<file path="src/rtl/jogo_pkg.sv">
// Shared breakout definitions: screen size, ball FSM states and direction encoding.
package jogo_pkg;
   localparam int LARGURA_TELA = 640;
   localparam int ALTURA_TELA  = 480;

   typedef enum logic [1:0] {
      ESPERA  = 2'd0,
      MOVENDO = 2'd1,
      PERDIDA = 2'd2
   } estado_t;

   localparam logic DIR_DIREITA  = 1'b1;
   localparam logic DIR_ESQUERDA = 1'b0;
   localparam logic DIR_CIMA     = 1'b0;
   localparam logic DIR_BAIXO    = 1'b1;
endpackage

</file>
<file path="src/rtl/bola_if.sv">
// Ship <-> ball link: ship geometry and launch request in, hit pulse back.
interface bola_if;
   logic       iniciarBola;
   logic [9:0] x_nave;
   logic [9:0] y_nave;
   logic [9:0] largura_nave;
   logic [9:0] altura_nave;
   logic       bateu;

   modport master (output iniciarBola, x_nave, y_nave, largura_nave, altura_nave,
                   input  bateu);
   modport slave  (input  iniciarBola, x_nave, y_nave, largura_nave, altura_nave,
                   output bateu);
endinterface

</file>
<file path="src/rtl/divisor_tick.sv">
// Free-running 0..DIV-1 divider; tick is combinational on the last count while enabled.
module divisor_tick #(
   parameter int DIV = 100000
) (
   input  logic CLOCK_50,
   input  logic reset,
   input  logic enable,
   input  logic clear,
   output logic tick
);
   localparam int W = (DIV > 1) ? $clog2(DIV) : 1;
   localparam logic [W-1:0] ULTIMO = W'(DIV - 1);

   logic [W-1:0] cnt;

   assign tick = enable && !clear && (cnt == ULTIMO);

   always_ff @(posedge CLOCK_50 or negedge reset) begin
      if (!reset)
         cnt <= '0;
      else if (clear)
         cnt <= '0;
      else if (enable)
         cnt <= (cnt == ULTIMO) ? '0 : cnt + 1'b1;
   end
endmodule

</file>
<file path="src/rtl/bola.sv">
// Breakout ball: rides on the ship until launched, then bounces off walls and ship.
// Outputs are registered; one position step per divider tick.
module bola
   import jogo_pkg::*;
#(
   parameter int LARGURA_TELA = jogo_pkg::LARGURA_TELA,
   parameter int ALTURA_TELA  = jogo_pkg::ALTURA_TELA,
   parameter int TAM_BOLA     = 8,
   parameter int DIV_TICK     = 100000
) (
   input  logic       CLOCK_50,
   input  logic       reset,
   input  logic       pausa,
   input  logic       reiniciarJogo,
   bola_if.slave      nave,
   output logic [9:0] x_bola,
   output logic [9:0] y_bola,
   output logic       perdeu,
   output logic       em_jogo
);
   localparam logic [10:0] TAM11  = 11'(TAM_BOLA);
   localparam logic [10:0] LARG11 = 11'(LARGURA_TELA);
   localparam logic [10:0] ALT11  = 11'(ALTURA_TELA);

   estado_t     estado, prox;
   logic        dir_x, dir_y, bateu;
   logic        tick, perda, acerto, ndir_x, ndir_y, lancar;
   logic [10:0] x_ext, y_ext, x_fim, y_fim, nave_ini, nave_fim;
   logic [9:0]  x_espera, y_espera, x_prox, y_prox;
   logic        unused_altura;

   assign unused_altura = ^nave.altura_nave;
   assign nave.bateu    = bateu;
   assign lancar        = nave.iniciarBola && !pausa;

   divisor_tick #(.DIV(DIV_TICK)) u_tick (
      .CLOCK_50 (CLOCK_50),
      .reset    (reset),
      .enable   (estado == MOVENDO && !pausa),
      .clear    (reiniciarJogo || estado != MOVENDO),
      .tick     (tick)
   );

   // 11-bit sums so edge comparisons never wrap
   assign x_ext    = {1'b0, x_bola};
   assign y_ext    = {1'b0, y_bola};
   assign x_fim    = x_ext + TAM11;
   assign y_fim    = y_ext + TAM11;
   assign nave_ini = {1'b0, nave.x_nave};
   assign nave_fim = nave_ini + {1'b0, nave.largura_nave};
   assign x_espera = nave.x_nave + (nave.largura_nave >> 1) - 10'(TAM_BOLA / 2);
   assign y_espera = nave.y_nave - 10'(TAM_BOLA);
   assign perda    = (y_fim >= ALT11);

   always_comb begin
      ndir_x = dir_x;
      ndir_y = dir_y;
      acerto = 1'b0;
      if (dir_x == DIR_DIREITA && x_fim >= LARG11)
         ndir_x = DIR_ESQUERDA;
      else if (dir_x == DIR_ESQUERDA && x_bola == '0)
         ndir_x = DIR_DIREITA;
      if (dir_y == DIR_CIMA && y_bola == '0)
         ndir_y = DIR_BAIXO;
      // ship test sees the direction after the top-wall bounce
      if (ndir_y == DIR_BAIXO && y_fim == {1'b0, nave.y_nave} &&
          x_fim > nave_ini && x_ext < nave_fim) begin
         ndir_y = DIR_CIMA;
         acerto = 1'b1;
      end
   end

   assign x_prox = (ndir_x == DIR_DIREITA) ? x_bola + 10'd1 : x_bola - 10'd1;
   assign y_prox = (ndir_y == DIR_BAIXO)   ? y_bola + 10'd1 : y_bola - 10'd1;

   always_ff @(posedge CLOCK_50 or negedge reset) begin
      if (!reset)
         estado <= ESPERA;
      else
         estado <= prox;
   end

   always_comb begin
      prox = estado;
      if (reiniciarJogo)
         prox = ESPERA;
      else begin
         case (estado)
            ESPERA:  if (lancar) prox = MOVENDO;
            MOVENDO: if (tick && perda) prox = PERDIDA;
            PERDIDA: prox = ESPERA;
            default: prox = ESPERA;
         endcase
      end
   end

   always_comb begin
      em_jogo = (estado == MOVENDO);
   end

   always_ff @(posedge CLOCK_50 or negedge reset) begin
      if (!reset) begin
         x_bola <= '0;
         y_bola <= '0;
         dir_x  <= DIR_DIREITA;
         dir_y  <= DIR_CIMA;
         bateu  <= 1'b0;
         perdeu <= 1'b0;
      end else begin
         bateu  <= 1'b0;
         perdeu <= 1'b0;
         if (reiniciarJogo) begin
            dir_x <= DIR_DIREITA;
            dir_y <= DIR_CIMA;
         end else begin
            case (estado)
               ESPERA: begin
                  x_bola <= x_espera;
                  y_bola <= y_espera;
                  if (lancar) begin
                     dir_x <= DIR_DIREITA;
                     dir_y <= DIR_CIMA;
                  end
               end
               MOVENDO: begin
                  if (tick) begin
                     if (perda)
                        perdeu <= 1'b1;
                     else begin
                        dir_x  <= ndir_x;
                        dir_y  <= ndir_y;
                        x_bola <= x_prox;
                        y_bola <= y_prox;
                        bateu  <= acerto;
                     end
                  end
               end
               default: ;
            endcase
         end
      end
   end
endmodule

</file>
<file path="src/flat_wrapper.sv">
// flat-port wrapper written by rule: the top's interface ports become plain ports
module bola_flat import jogo_pkg::*;
#(
   parameter int LARGURA_TELA = jogo_pkg::LARGURA_TELA,
   parameter int ALTURA_TELA  = jogo_pkg::ALTURA_TELA,
   parameter int TAM_BOLA     = 8,
   parameter int DIV_TICK     = 100000
)
  (CLOCK_50, reset, pausa, reiniciarJogo, x_bola, y_bola, perdeu, em_jogo, nave_iniciarBola, nave_x_nave, nave_y_nave, nave_largura_nave, nave_altura_nave, nave_bateu);
  bola_if nave_i ();
  input  logic CLOCK_50;
  input  logic reset;
  input  logic pausa;
  input  logic reiniciarJogo;
  output logic [9:0] x_bola;
  output logic [9:0] y_bola;
  output logic perdeu;
  output logic em_jogo;
  input wire logic [$bits(nave_i.iniciarBola)-1:0] nave_iniciarBola;
  input wire logic [$bits(nave_i.x_nave)-1:0] nave_x_nave;
  input wire logic [$bits(nave_i.y_nave)-1:0] nave_y_nave;
  input wire logic [$bits(nave_i.largura_nave)-1:0] nave_largura_nave;
  input wire logic [$bits(nave_i.altura_nave)-1:0] nave_altura_nave;
  output wire logic [$bits(nave_i.bateu)-1:0] nave_bateu;
  assign nave_i.iniciarBola = nave_iniciarBola;
  assign nave_i.x_nave = nave_x_nave;
  assign nave_i.y_nave = nave_y_nave;
  assign nave_i.largura_nave = nave_largura_nave;
  assign nave_i.altura_nave = nave_altura_nave;
  assign nave_bateu = nave_i.bateu;
  bola #(.LARGURA_TELA(LARGURA_TELA), .ALTURA_TELA(ALTURA_TELA), .TAM_BOLA(TAM_BOLA), .DIV_TICK(DIV_TICK)) u_core (.CLOCK_50(CLOCK_50), .reset(reset), .pausa(pausa), .reiniciarJogo(reiniciarJogo), .nave(nave_i), .x_bola(x_bola), .y_bola(y_bola), .perdeu(perdeu), .em_jogo(em_jogo));
endmodule
</file>
<file path="config.mk">
export PLATFORM = sky130hd
export DESIGN_NAME = bola_flat
export DESIGN_NICKNAME = d
export VERILOG_FILES = /design/src/rtl/jogo_pkg.sv /design/src/rtl/bola_if.sv /design/src/rtl/divisor_tick.sv /design/src/rtl/bola.sv /design/src/flat_wrapper.sv
export SDC_FILE = /design/constraint.sdc
export NUM_CORES = 1
export LEC_CHECK = 0
export ABC_AREA = 1
export BUFFER_PORTS_ARGS = -buffer_cell sky130_fd_sc_hd__buf_2
export CAP_MARGIN = 0
export CORE_ASPECT_RATIO = 0.8
export CORE_MARGIN = 1
export CORE_UTILIZATION = 60
export DETAILED_ROUTE_END_ITERATION = 8
export GPL_TIMING_DRIVEN = 0
export HOLD_SLACK_MARGIN = 0.05
export PLACE_DENSITY = 0.83
export SETUP_SLACK_MARGIN = 0.5
export SYNTH_ARGS = -nofsm -noshare
export SYNTH_HDL_FRONTEND = slang
export SYNTH_HIERARCHICAL = 1
export SYNTH_SLANG_ARGS = --single-unit
</file>
<file path="constraint.sdc">
create_clock -name CLOCK_50 -period 9.2 [get_ports CLOCK_50]
set_clock_uncertainty 0.05 [all_clocks]
set_input_delay 1.38 -clock CLOCK_50 [delete_from_list [all_inputs] [get_ports CLOCK_50]]
set_output_delay 1.38 -clock CLOCK_50 [all_outputs]
set_load 0.02 [all_outputs]
</file>
[After elaboration in Yosys (flattened, before gate mapping)]
Index checks and enable logic that the tools add are counted.
Storage, ports and cells
  register bits: 43
  output and inout bits: 23
  logic and storage cells: 97
Operators by class
  $add $sub $neg: 11
  magnitude comparators: 4
  equality and inequality tests: 10
  muxes and demuxes: 38
  bitwise gates (word level): 3
  reductions and logical operators: 23
Operators with widths (count)
  2-to-1 mux 10 bit: 6
  2-to-1 mux 17 bit: 3
  case mux 10 bit (2 select lines): 2
  adder 10 x 4 -> 11 bit, second input constant: 2
  2-to-1 mux 1 bit: 21
  adder 10 x 1 -> 10 bit, second input constant: 2
  logical NOT 10 bit: 2
  subtractor 10 x 1 -> 10 bit, second input constant: 2
  adder 17 x 1 -> 17 bit, second input constant: 1
  equality test 17 bit, second input constant: 1
  adder 10 x 10 -> 11 bit: 1
  equality test 11 x 10 -> 1 bit: 1
  greater-or-equal comparator 11 x 10 -> 1 bit, second input constant: 1
  greater-or-equal comparator 11 x 9 -> 1 bit, second input constant: 1
  greater-than comparator 11 x 10 -> 1 bit: 1
  logical AND 1 bit: 11
  less-than comparator 10 x 11 -> 1 bit: 1
  adder 10 x 9 -> 10 bit: 1
  subtractor 10 x 3 -> 10 bit, second input constant: 1
  subtractor 10 x 4 -> 10 bit, second input constant: 1
  inequality test 3 x 2 -> 1 bit, second input constant: 3
  AND reduction 4 bit: 2
  2-to-1 mux 2 bit: 3
  inequality test 2 x 1 -> 1 bit, second input constant: 2
  other kinds (12): 17

[Longest topological paths before layout]
Gate-level depths: netlist of run 1.
  depth after elaboration: 11
  mapped depth: 33

[By module]
Netlist of run 1, hierarchy kept.
Modules (own cells, without submodules)
  bola: instances 1, cells each 596, area each 3921.3 um2, sequential area each 651.9 um2
  divisor_tick: instances 1, cells each 169, area each 1141.1 um2, sequential area each 425.4 um2

[Worst setup path after synthesis of run 1]
OpenSTA, ideal clock, no wires.
  path kind: input -> register
  from: in nave_x_nave[0]
  to: reg u_core.y_bola[8]
  library setup time: 0.082 ns
  arrival: 4.770 ns
  required time: 9.068 ns
  path slack: 4.298 ns
  cell stages on the path: 29
  path through: ha_1 > fa_1 > inv_1 > nor2_1 > nor2_1 > xor2_1 > ha_1 > nand2_1 > inv_1 > a21oi_1 > nand2_1 > nand2_1 > nand2_1 > nand2_1 > nand2_1 > nand2_1 > nand3_2 > nand2_2 > ha_1 > a21oi_1 > nand2_1 > a21o_1 > a21oi_1 > nor2_1 > o21ai_0 > nand2_1 > nand2_1 > nand3_1 > a31oi_1
On the way
  cells in the longest elaborated chain, start to end: 8
  elaborated cells between the ends (all ways): 10
  classes of those cells: add/sub: 1; order compare: 2; mux: 5; reduce/logical: 2
RTL lines
  start: declaration: RTL line flat_wrapper.sv:20  | input wire logic [$bits(nave_i.x_nave)-1:0] nave_x_nave;
  adder 10 x 10 -> 11 bit / greater-than comparator 11 x 10 -> 1 bit (equally long branches): RTL line bola.sv:50, bola.sv:67
  less-than comparator 10 x 11 -> 1 bit / logical AND 1 bit (equally long branches): RTL line bola.sv:67, bola.sv:66
  logical AND 1 bit (*): RTL line bola.sv:67  | x_fim > nave_ini && x_ext < nave_fim) begin
  2-to-1 mux 1 bit (*): RTL line bola.sv:66  | if (ndir_y == DIR_BAIXO && y_fim == {1'b0, nave.y_nave} &&
  2-to-1 mux 10 bit (*): RTL line bola.sv:74  | assign y_prox = (ndir_y == DIR_BAIXO) ? y_bola + 10'd1 : y_bola - 10'd1;
  2-to-1 mux 10 bit (*): RTL line bola.sv:127  | if (perda)
  2-to-1 mux 10 bit (*): RTL line bola.sv:126  | if (tick) begin
  case mux 10 bit (2 select lines) (*): RTL line bola.sv:116  | case (estado)
  end signal: assignment: RTL line bola.sv:119  | y_bola <= y_espera;
  end signal: assignment: RTL line bola.sv:133  | y_bola <= y_prox;
  end: declaration: RTL line bola.sv:17  | output logic [9:0] y_bola,
Every way passes the cells marked *; elsewhere a longest branch is shown, timed or not. The select of a mux whose other input is x is not followed.
A chain may end at the register's enable or synchronous reset.

[Worst setup path after layout of run 1]
Ends and elaborated chain as after synthesis.

==> results.md, run 1 <==
- Post-route ant nets: 0
- Crit Path Class: input port to flop
- Area grow syn2layout: 9.99%
- Total grt overflow: 0
- Initial core utilization: 0.628
- Root Buffer: clkbuf_8
- First-pass GRT wire length: 22300 um
- Cell Area, Synth: 5060 sq um
- Post-Synth Simple-Gate Area: 0.314
- Startpoint Class: input port
- Core area: 8060 sq um
- Nets: roughly 940
- Crit-path slowest cell: fa_1
- Most frequent cells in the layout: 197 x nand2_1, 120 x inv_1, 72 x nor2_1, 66 x ha_1, 60 x buf_2
- TritonCTS clock tree: yes
- RePlAce Congestion: 0.953
- Hold depth: 2
- Slew HR: 0.331
- Die width: about 100 um
- Critical Path RT: roughly 9.4 ns
- Flops & latches, synth: 43
- Post-Synthesis Cells: 765
- Ports: 68
- Initial antenna violation count: 0
- DIE AREA: 8810 sq um
- Slowest stage delay, CP: around 0.47 ns
- Worst Tran Pin Value: 1.00 ns
- Setup TNS: 0 ns
- Post-layout min period: 5.57 ns
- Post-synthesis sequential area ratio: 0.213
- R2r endpoint: u_core/y_bola[8]
- 1st-iter DRT viols: 433
- Core Util, Final: 0.691
- Worst Hold Class: flop to flop
- Fill count: 736
- MaxCap Viol Count: 0
- Worst Min Path Start: u_core/u_tick/cnt[16]
- Max-slew violations: 0
- Cells after DPL: 930
- Antenna diodes: 0
- FP Rows: 29
- XOR/XNOR Fraction of Synth Area: 0.0623
- Hold EP: u_core/u_tick/cnt[16]
- Via-to-Cell Ratio: roughly 5.6
- YS warnings: 6
- Max Clk Rate: 0.180 GHz
- Maximum buffer depth of the clock tree: 2
- First drt pass iteration count: 5
- Dpl cell area: 5480 sq um
- Largest family of logic cells by synthesized area: simple AND/OR/NAND/NOR gates
- Port Buf Inserts: 57
- GR Util All Layers: 0.310
- Worst EP arrival: 5.75 ns
- Clock sink total: 43
- Non-Filler Instances: between 900 and 1k
- Top cell by count, worst path: nand2_1
- Maximum VDD drop: roughly 0.27 mV
- Outcome: finished, final reports clean
- PD cells: 277 nW/um^2
- Synth Net Count: 880
- Multi-input logic area: between 3000 and 4000 sq um
- Critical Path End Type: flop
- Worst r2r src: u_core/x_bola[3]
- Sequential cell area: 1080 sq um
- Compound-gate portion of the synthesized area: 0.127
- Final setup viols: 0
- Setup bufs post-CTS: 0
- Worst-path maximum fanout: 11
- Htree depth: 2
- Fin. Hold Viols: 0
- Pleak: 2.92 nW
- Mean post-synth cell area: 6.62 sq um
- Reg2Reg Setup Slack: 4.70 ns
- Final worst-path cycle share: 0.606
- Die Y: 84.2 um
- DP Wirelength: 10400 um
- Post-synthesis mux area share: 0
- Vias in the first global route: 4938
- Worst-path clk slew: 0.09 ns
- Adder-cell share of the synthesized area: 0.179
- Most common cell after layout, fill and taps aside: nand2_1
- DRC: 0
- Post-CTS sizing: 0
- Largest net degree at the start of global routing: 44
- Number of distinct library cells after synthesis: 42
- Final WL: 13100 um
- TritonCTS buffer count: 5
- Clk Latency, worst-skew pair: 0.30 ns
- Design area: 5570 sq um
- R2R cell count: 25
- Layout cells sized above 1: 0.118
- Post-CTS Hold Fix Bufs: 0
- Unrepaired setup endpoints after global routing: no
- Wire per inst: 14.0 um
- Vias: 5222
-- layer usage --
layer  wire length, um  GRT usage
met5                 0          0
met2              6030      0.529
met3               836     0.0396
met1              6060      0.419
met4               191     0.0743
-- how the worst max path moves through the flow --
stage | start | to | slack (ns) | cells past startpoint
3_5_place_dp | nave_x_nave[0] | u_core/y_bola[8] | 3.43 | 30
2_1_floorplan | nave_x_nave[0] | u_core/y_bola[8] | 4.30 | 29
5_1_grt | nave_x_nave[0] | u_core/y_bola[8] | 3.21 | 30
4_1_cts | nave_x_nave[0] | u_core/y_bola[8] | 3.72 | 30
3_3_place_gp | nave_x_nave[0] | u_core/y_bola[8] | 3.56 | 30
6_report | nave_x_nave[0] | u_core/y_bola[8] | 3.63 | 30
-- sequential cells by signal, summed over array words and instances (netlist names) --
signal / cells
u_core/perdeu: 1
u_core/nave.bateu: 1
u_core/estado: 2
u_core/y_bola: 10
u_core/x_bola: 10
u_core/dir_y: 1
u_core/u_tick/cnt: 17
u_core/dir_x: 1
-- worst max-delay path: cells and delay by family --
family | cells | cell delay [ns]
adders and majority gates | 4 | 1.31
xor gates and xnor gates | 1 | 0.18
buffers and inverters | 3 | 0.28
AOI/OAI and AO/OA | 6 | 1.04
and+or+nand+nor | 16 | 1.54
-- cell usage after synthesis --
cell type,number,area share
a21o_1,3,0.0044
a21oi_1,40,0.040
a22oi_1,3,0.0044
a31oi_1,12,0.015
buf_2,3,0.0030
buf_4,1,0.0015
buf_6,2,0.0044
clkbuf_1,5,0.0037
clkinv_1,1,0.00074
dfrtp_1,42,0.21
dfstp_2,1,0.0052
fa_1,4,0.016
ha_1,66,0.16
inv_1,120,0.089
inv_2,3,0.0022
nand2_1,197,0.15
nand2_2,7,0.0087
nand2_4,2,0.0044
nand3_1,54,0.053
nand3_2,2,0.0040
nand3b_1,3,0.0044
nand4_1,7,0.0087
nand4_2,1,0.0025
nor2_1,72,0.053
nor2_2,5,0.0062
nor2_4,3,0.0067
nor3_1,6,0.0059
nor3b_1,1,0.0015
nor4_1,4,0.0049
o211ai_1,6,0.0089
o21ai_0,26,0.026
o21ai_1,14,0.014
o21ai_2,2,0.0035
o21bai_1,2,0.0030
o221ai_1,1,0.0017
o22a_1,1,0.0017
o22ai_1,3,0.0037
o311ai_0,1,0.0017
or2_1,1,0.0012
or2_2,2,0.0025
xnor2_1,12,0.021
xor2_1,24,0.042
-- logic make-up after synthesis --
group | after synthesis
flip-flops | 43
buffers and inverters | 135
adder cells (fa/ha/maj) | 70
XOR/XNOR | 36
AO/OA/AOI/OAI | 114
AND/OR/NAND/NOR | 367
-- area by class of cell --
class	instances	area share
buffer	11	0.0115
inverter	124	0.0836
multi-input combinational	587	0.621
timing repair buffer	57	0.0512
clock buffer	6	0.0130
clock inverter	2	0.00225
tap	108	0.0243
sequential	43	0.193
-- metrics by stage --
step           power, mW  worst slack [ns]  hold slack, ns
2_1_floorplan       1.12              4.30           0.437
3_3_place_gp        1.34              3.56           0.454
3_5_place_dp        1.39              3.43           0.472
4_1_cts             1.52              3.72           0.494
5_1_grt             1.69              3.21           0.512
6_report            1.54              3.63           0.489
-- report_power, final --
group | total (mW) | leakage, nW | switching [mW] | internal (mW)
Clock | 0.125 | 0.0412 | 0.0718 | 0.0533
Combinational | 1.09 | 2.33 | 0.674 | 0.412
Sequential | 0.330 | 0.549 | 0.0975 | 0.233
(Power assumes the default switching activity.)
==> inputs of run 2 (changes only) <==
clock period = 5.62 ns   (was 9.2 ns; I/O delays follow)
==> run 2 against run 1 <==
Cell area up 0.58%; clock power increased by 64%; sequential power rose by 64%; critical path depth is 1 higher; via count is essentially flat; worst setup slack got worse by 2.7 ns; hold slack got worse by 0.0013 ns; register-to-register slack worse by 3.4 ns; total power rose by 64%; global-route usage is the same; die area did not move; critical endpoint unchanged; largest cell class unchanged.
==> results.md, run 2 (synthesized netlist as in run 1, its figures left out) <==
- Outcome: finished, final reports clean
- Slew HR: 0.335
- Maximum VDD drop: ~0.44 mV
- Most common cell after layout, fill and taps aside: nand2_1
- Via-to-Cell Ratio: 5.56
- Crit-path slowest cell: ha_2
- Critical path origin: nave_largura_nave[2]
- First-pass GRT wire length: 22300 um
- RePlAce Congestion: 0.953
- Slowest stage delay, CP: 0.38 ns
- DIE AREA: 8810 sq um
- Worst EP arrival: about 4.9 ns
- Top Registers: u_core/u_tick/cnt (17), u_core/x_bola (10), u_core/y_bola (10)
- Top cell by count, worst path: nand2_1
- PD cells: 451 nW/um^2
- Post-route ant nets: 0
- Max-slew violations: 0
- DRC: 0
- GR Util All Layers: 0.310
- Vias in the first global route: between 4k and 5k
- Worst-path clk slew: roughly 0.090 ns
- Layout cells sized above 1: 0.123
- Total grt overflow: 0
- Die width: 105 um
- Ports: 68
- MaxCap Viol Count: 0
- Setup slack at placement: 0.390 ns
- Pleak: 2.92 nW
- FP Rows: 29
- Final setup viols: 0
- Clk Latency, worst-skew pair: 0.30 ns
- Die Y: 84.2 um
- Max FFs per register: 17
- Initial core utilization: 0.628
- Worst r2r src: u_core/x_bola[3]
- Initial antenna violation count: 0
- Worst-path maximum fanout: 11
- Root Buffer: clkbuf_8
- Crit Path Class: input port to flop
- Buf/Inv on CP: 1
- Setup TNS: 0 ns
- PnR worst setup slack: 0.888 ns
- Most frequent cells in the layout: 196 x nand2_1, 120 x inv_1, 72 x nor2_1, 65 x ha_1, 60 x buf_2
- Unrepaired setup endpoints after global routing: no
- Area grow syn2layout: 10.6%
- Worst Tran Pin Value: 0.998 ns
- TritonCTS clock tree: yes
- 1st-iter DRT viols: 404
- Antenna diodes: 0
- Top reg by flops: u_core/u_tick/cnt
- Clock sink total: between 40 and 50
- Largest net degree at the start of global routing: 44
- Startpoint Class: input port
- Htree depth: 2
- DP Wirelength: 10400 um
- Worst Min Path Start: u_core/u_tick/cnt[16]
- Post-layout min period: 4.73 ns
- Post-CTS Hold Fix Bufs: 0
- TritonCTS buffer count: 5
- Critical Path RT: 5.79 ns
- Maximum buffer depth of the clock tree: 2
- Final WL: 13100 um
- Core area: 8060 sq um
- First drt pass iteration count: 5
- Fin. Hold Viols: 0
- Final worst-path cycle share: 0.842
- Largest delay contributor family on the critical path: simple AND/OR/NAND/NOR gates
- Max Clk Rate: around 0.21 GHz
- Critical Path End Type: flop
- Vias: 5218
- Port Buf Inserts: 57
- Wire per inst: 14.0 um
- Fill count: 730
- Nets: 944
- Worst Hold Class: flop to flop
run 2: cell counts in the layout (fill, tap and decap cells not counted):
Identical to the previous run, type by type.
run 2: final cells by class:
cell class | count | area [sq um] | area share
Multi-Input combinational cell | 587 | 3490 | 0.623
Sequential cell | 43 | 1080 | 0.192
Inverter | 124 | 465 | 0.0831
Timing Repair Buffer | 57 | 285 | 0.0509
Tap cell | 108 | 135 | 0.0241
Clock buffer | 6 | 72.6 | 0.0130
Buffer | 11 | 63.8 | 0.0114
Clock inverter | 2 | 12.5 | 0.00223
run 2: where the power goes:
group | internal (mW) | switching, mW | leakage, nW
registers | 0.381 | 0.159 | 0.549
clock network | 0.0872 | 0.118 | 0.0412
logic | 0.677 | 1.11 | 2.33
run 2: final timing paths:
check | endpoint | slack (ns) | cells past startpoint
hold reg to reg | u_core/u_tick/cnt[16] | 0.49 | 2
min in group asynchronous | u_core/u_tick/cnt[9] | 0.65 | 1
max in group asynchronous | u_core/x_bola[6] | 4.25 | 1
setup reg to reg | u_core/y_bola[8] | 1.28 | 25
setup / recovery | u_core/y_bola[8] | 0.89 | 31
hold / removal | u_core/u_tick/cnt[16] | 0.49 | 2
run 2: worst reg2reg max path: cells and delay by family, from the launching register on:
kind                       cells  cell delay [ns]
DFF                            1             0.48
and+or+nand+nor               14             1.65
AOI/OAI and AO/OA              6             1.01
xor gates and xnor gates       1             0.20
adders and majority gates      2             0.66
buffers and inverters          2             0.20
run 2: repair_timing:
action / in CTS / in global routing
resized for setup: 0 / 8
endpoints found under the setup margin: 0 / 4
buffers inserted: 0 / 0
run 2: metrics by stage:
stage | cell area [sq um] | cells | hold WS [ns] | power [mW] | utilization
2_1_floorplan | 5060 | 765 | 0.437 | 1.83 | -
3_3_place_gp | 5480 | 930 | 0.454 | 2.20 | 0.681
3_5_place_dp | 5480 | 930 | 0.472 | 2.27 | 0.681
4_1_cts | 5570 | 938 | 0.494 | 2.49 | 0.691
5_1_grt | 5600 | 938 | 0.512 | 2.77 | 0.695
6_report | 5600 | 938 | 0.488 | 2.53 | 0.695
run 2: per-layer routing:
metal | track usage | vias up | wire length, um
met4 | 0.0743 | 0 | 178
li1 | - | 2608 | -
met1 | 0.419 | 2389 | 6030
met2 | 0.529 | 195 | 6060
met5 | 0 | - | 0
met3 | 0.0396 | 26 | 829
==> inputs of run 3 (changes only) <==
ABC_AREA = 0   (was 1)
CORE_UTILIZATION = 59   (was 60)
PLACE_DENSITY = 0.82   (was 0.83)
clock period = 4.8 ns   (was 5.62 ns; I/O delays follow)
==> run 3 against run 2 <==
Register-to-register slack worse by 0.94 ns; via count is 9.5% lower; clock power is 22% higher; first-iteration DRC count is 22% lower; highest routed layer unchanged; the flow now finishes with violations (setup timing).
==> results.md, run 3 <==
- Largest net degree at the start of global routing: 44
- Total grt overflow: 0
- DRC: 0
- Synth Net Count: 695
- Net Sw Frac: 0.465
- Most common cell after layout, fill and taps aside: buf_2
- DP Wirelength: 9160 um
- Root Buffer: clkbuf_8
- First-pass GRT wire length: about 21000 um
- Max Clk Rate: slightly below 0.2 GHz
- Port Buf Inserts: 57
- TritonCTS clock tree: yes
- R2R cell count: 16
- Top reg by flops: u_core/u_tick/cnt
- WHS: around 0.47 ns
- Die Y: roughly 82 um
- Vias: between 4k and 5k
- R2r endpoint: u_core/y_bola[8]
- Reg power frac: 0.261
- Critical Path End Type: flop
- Adder-cell share of the synthesized area: 0.190
- Wire per inst: 16.8 um
- Setup slack at placement: -1.04 ns
- Clock sink total: 43
- Max FFs per register: 17
- RePlAce Congestion: 0.914
- Cell Area, Synth: 4780 sq um
- Worst-path maximum fanout: 5
- FP Rows: 28
- Compound-gate portion of the synthesized area: 0.214
- Number of distinct library cells after synthesis: 68
- Layout cells sized above 1: 0.218
- 1st-iter DRT viols: 316
- Cells after DPL: 742
- Post-Synth Simple-Gate Area: 0.219
- DIE AREA: roughly 8500 sq um
- Largest cells by area after synthesis: dfrtp_1 22%, ha_1 17%, xnor2_1 5.5%, a21oi_1 4.2%, o21ai_0 4.0%
- Clock Power Share: 0.124
- Most frequent cells in the layout: 58 x buf_2, 57 x ha_1, 49 x inv_1, 46 x nor2_1
- YS warnings: 6
- Crit-path slowest cell: fa_2
- Unrepaired setup endpoints after global routing: yes
- Final worst-path cycle share: 1.08
- Synth area leader: dfrtp_1
- Post-Synthesis Cells: 580
- Primary FF master, synth: dfrtp_1
- Flops & latches, synth: 43
- Pint: around 1.1 mW
- Fill count: 567
- Fin. Hold Viols: 0
- Final setup viols: 6
- Setup TNS: -1.42 ns
- Via-to-Cell Ratio: between 6 and 7
- Hold depth: 1
- Initial antenna violation count: 0
- Slowest stage delay, CP: 0.40 ns
- Worst Min Path Start: u_core/estado[1]
- Combinational power share: 0.615
- Mean post-synth cell area: 8.24 sq um
- Async S/R FF share, synth: 1.00
- MaxCap Viol Count: 0
- PD cells: around 350 nW/um^2
- Buf/Inv on CP: 1
- Design area: 5750 sq um
- Die width: just over 100 um
- Worst r2r src: u_core/y_bola[6]
- Most numerous cell in the Yosys netlist: ha_1
- Post-synthesis mux area share: 0.0105
- Final WL: 13000 um
- Top cell type's share of synthesized area: 0.220
- Post-synth top cells: 66 x ha_1, 49 x inv_1, 46 x nor2_1
- Vias in the first global route: 4342
- TritonCTS buffer count: 5
- Post-synth EDFFs: 0
- Initial core utilization: 0.629
- Crit Path Class: input port to flop
- Largest delay contributor family on the critical path: compound AO/OA/AOI/OAI gates
- Failing checks: setup timing
- First drt pass iteration count: 5
- Post-layout min period: 5.20 ns
- Core area: ~7600 sq um
- Nets: 779
- Max-slew violations: 0
- Maximum VDD drop: 0.309 mV
- Post-synthesis sequential area ratio: 0.225
- Slew HR: 0.334
- Ports: 68
- Switch Pwr: 936 uW
- Reg2Reg Setup Slack: about 0.34 ns
- Worst EP arrival: about 5.3 ns
- Htree depth: 2
- Clk Latency, worst-skew pair: 0.30 ns
- Non-Filler Instances: 770
- Maximum buffer depth of the clock tree: 2
- Worst-path clk slew: 0.10 ns
- Top Registers: u_core/u_tick/cnt (17), u_core/x_bola (10), u_core/y_bola (10)
- Pleak: around 2.7 nW
- Area grow syn2layout: 20.3%
- Hold EP: u_core/estado[0]
- Critical Path RT: 4.92 ns
- PnR worst setup slack: -0.404 ns
- Worst Hold Class: flop to flop
- Post-route ant nets: 0
- Crit-path cells: buf_8 -> ha_4 -> fa_2 -> a211oi_4 -> o21a_1 -> o21ai_2 -> a22o_1 -> ha_1 -> nand3_2 -> nor3_2 -> a21oi_2 -> or3_4 -> nand4_1 -> nand2_4 -> fa_2 -> a21o_1 -> a21oi_4 -> o21bai_4 -> a2111oi_4 -> nor3_2 -> xor2_1 -> a211oi_2 -> a21oi_1
- Outcome: finished, violations left
- Largest family of logic cells by synthesized area: simple AND/OR/NAND/NOR gates
- GR Util All Layers: 0.312
- Worst Tran Pin Value: 1.00 ns
- XOR/XNOR Fraction of Synth Area: 0.0843
- Antenna diodes: 0
- Startpoint Class: input port
- Dpl cell area: 5260 sq um
## run 3: worst reg2reg max path, delay by kind of cell (launching register included)
family	cells	cell delay [ns]
and+or+nand+nor	4	1.21
xor gates and xnor gates	1	0.16
adders and majority gates	1	0.22
AOI/OAI and AO/OA	8	1.95
DFF	1	0.51
buffers and inverters	2	0.24
## run 3: cell families (layout without fill, tap and decap cells)
kind of cell,count (synthesis),in the layout
DFF,43,43
muxes,5,5
and+or+nand+nor,196,196
AOI/OAI and AO/OA,155,155
adders and majority gates,70,70
buffers and inverters,65,150
xor gates and xnor gates,46,46
## run 3: routing by layer
layer | GRT usage | routed length [um] | up-vias
met2 | 0.509 | 5940 | 190
met4 | 0.0500 | 90 | 0
met3 | 0.0455 | 904 | 12
li1 | - | - | 2274
met5 | 0 | 0 | -
met1 | 0.445 | 6030 | 2248
## run 3: cell type report
type	count	area (sq um)	area share
buffer	15	86.3	0.0150
clock buffer	5	68.8	0.0120
clock inverter	3	23.8	0.00413
inverter	50	188	0.0326
multi-input combinational	472	3690	0.641
sequential	43	1080	0.187
tap	105	131	0.0229
timing repair buffer	77	487	0.0847
## run 3: worst max path at each step
stage | startpoint | end | cells past startpoint
floorplan | nave_x_nave[0] | u_core/y_bola[8] | 22
global placement | nave_x_nave[1] | u_core/y_bola[8] | 26
detailed placement | nave_x_nave[1] | u_core/y_bola[8] | 26
CTS | nave_x_nave[0] | u_core/y_bola[8] | 23
global route | nave_x_nave[0] | u_core/y_bola[8] | 23
finish | nave_x_nave[0] | u_core/y_bola[8] | 23
## run 3: through the flow
stage          utilization  power (mW)
2_1_floorplan            -        1.33
3_3_place_gp         0.692        1.56
3_5_place_dp         0.692        1.60
4_1_cts              0.738        1.94
5_1_grt              0.756        2.16
6_report             0.756        2.01
## run 3: power groups by stage
stage / clock network, mW / logic, mW / registers [mW]
4_1_cts: 0.252 / 1.16 / 0.522
2_1_floorplan: 0 / 0.772 / 0.553
6_report: 0.250 / 1.24 / 0.526
5_1_grt: 0.266 / 1.36 / 0.534
3_5_place_dp: 0 / 1.07 / 0.527
3_3_place_gp: 0 / 1.03 / 0.528
## run 3: repair_timing
action	in CTS	in global routing
pin swaps	19	12
endpoints found under the setup margin	10	10
resized for setup	30	17
setup buffers	15	5
hold buffers	0	0
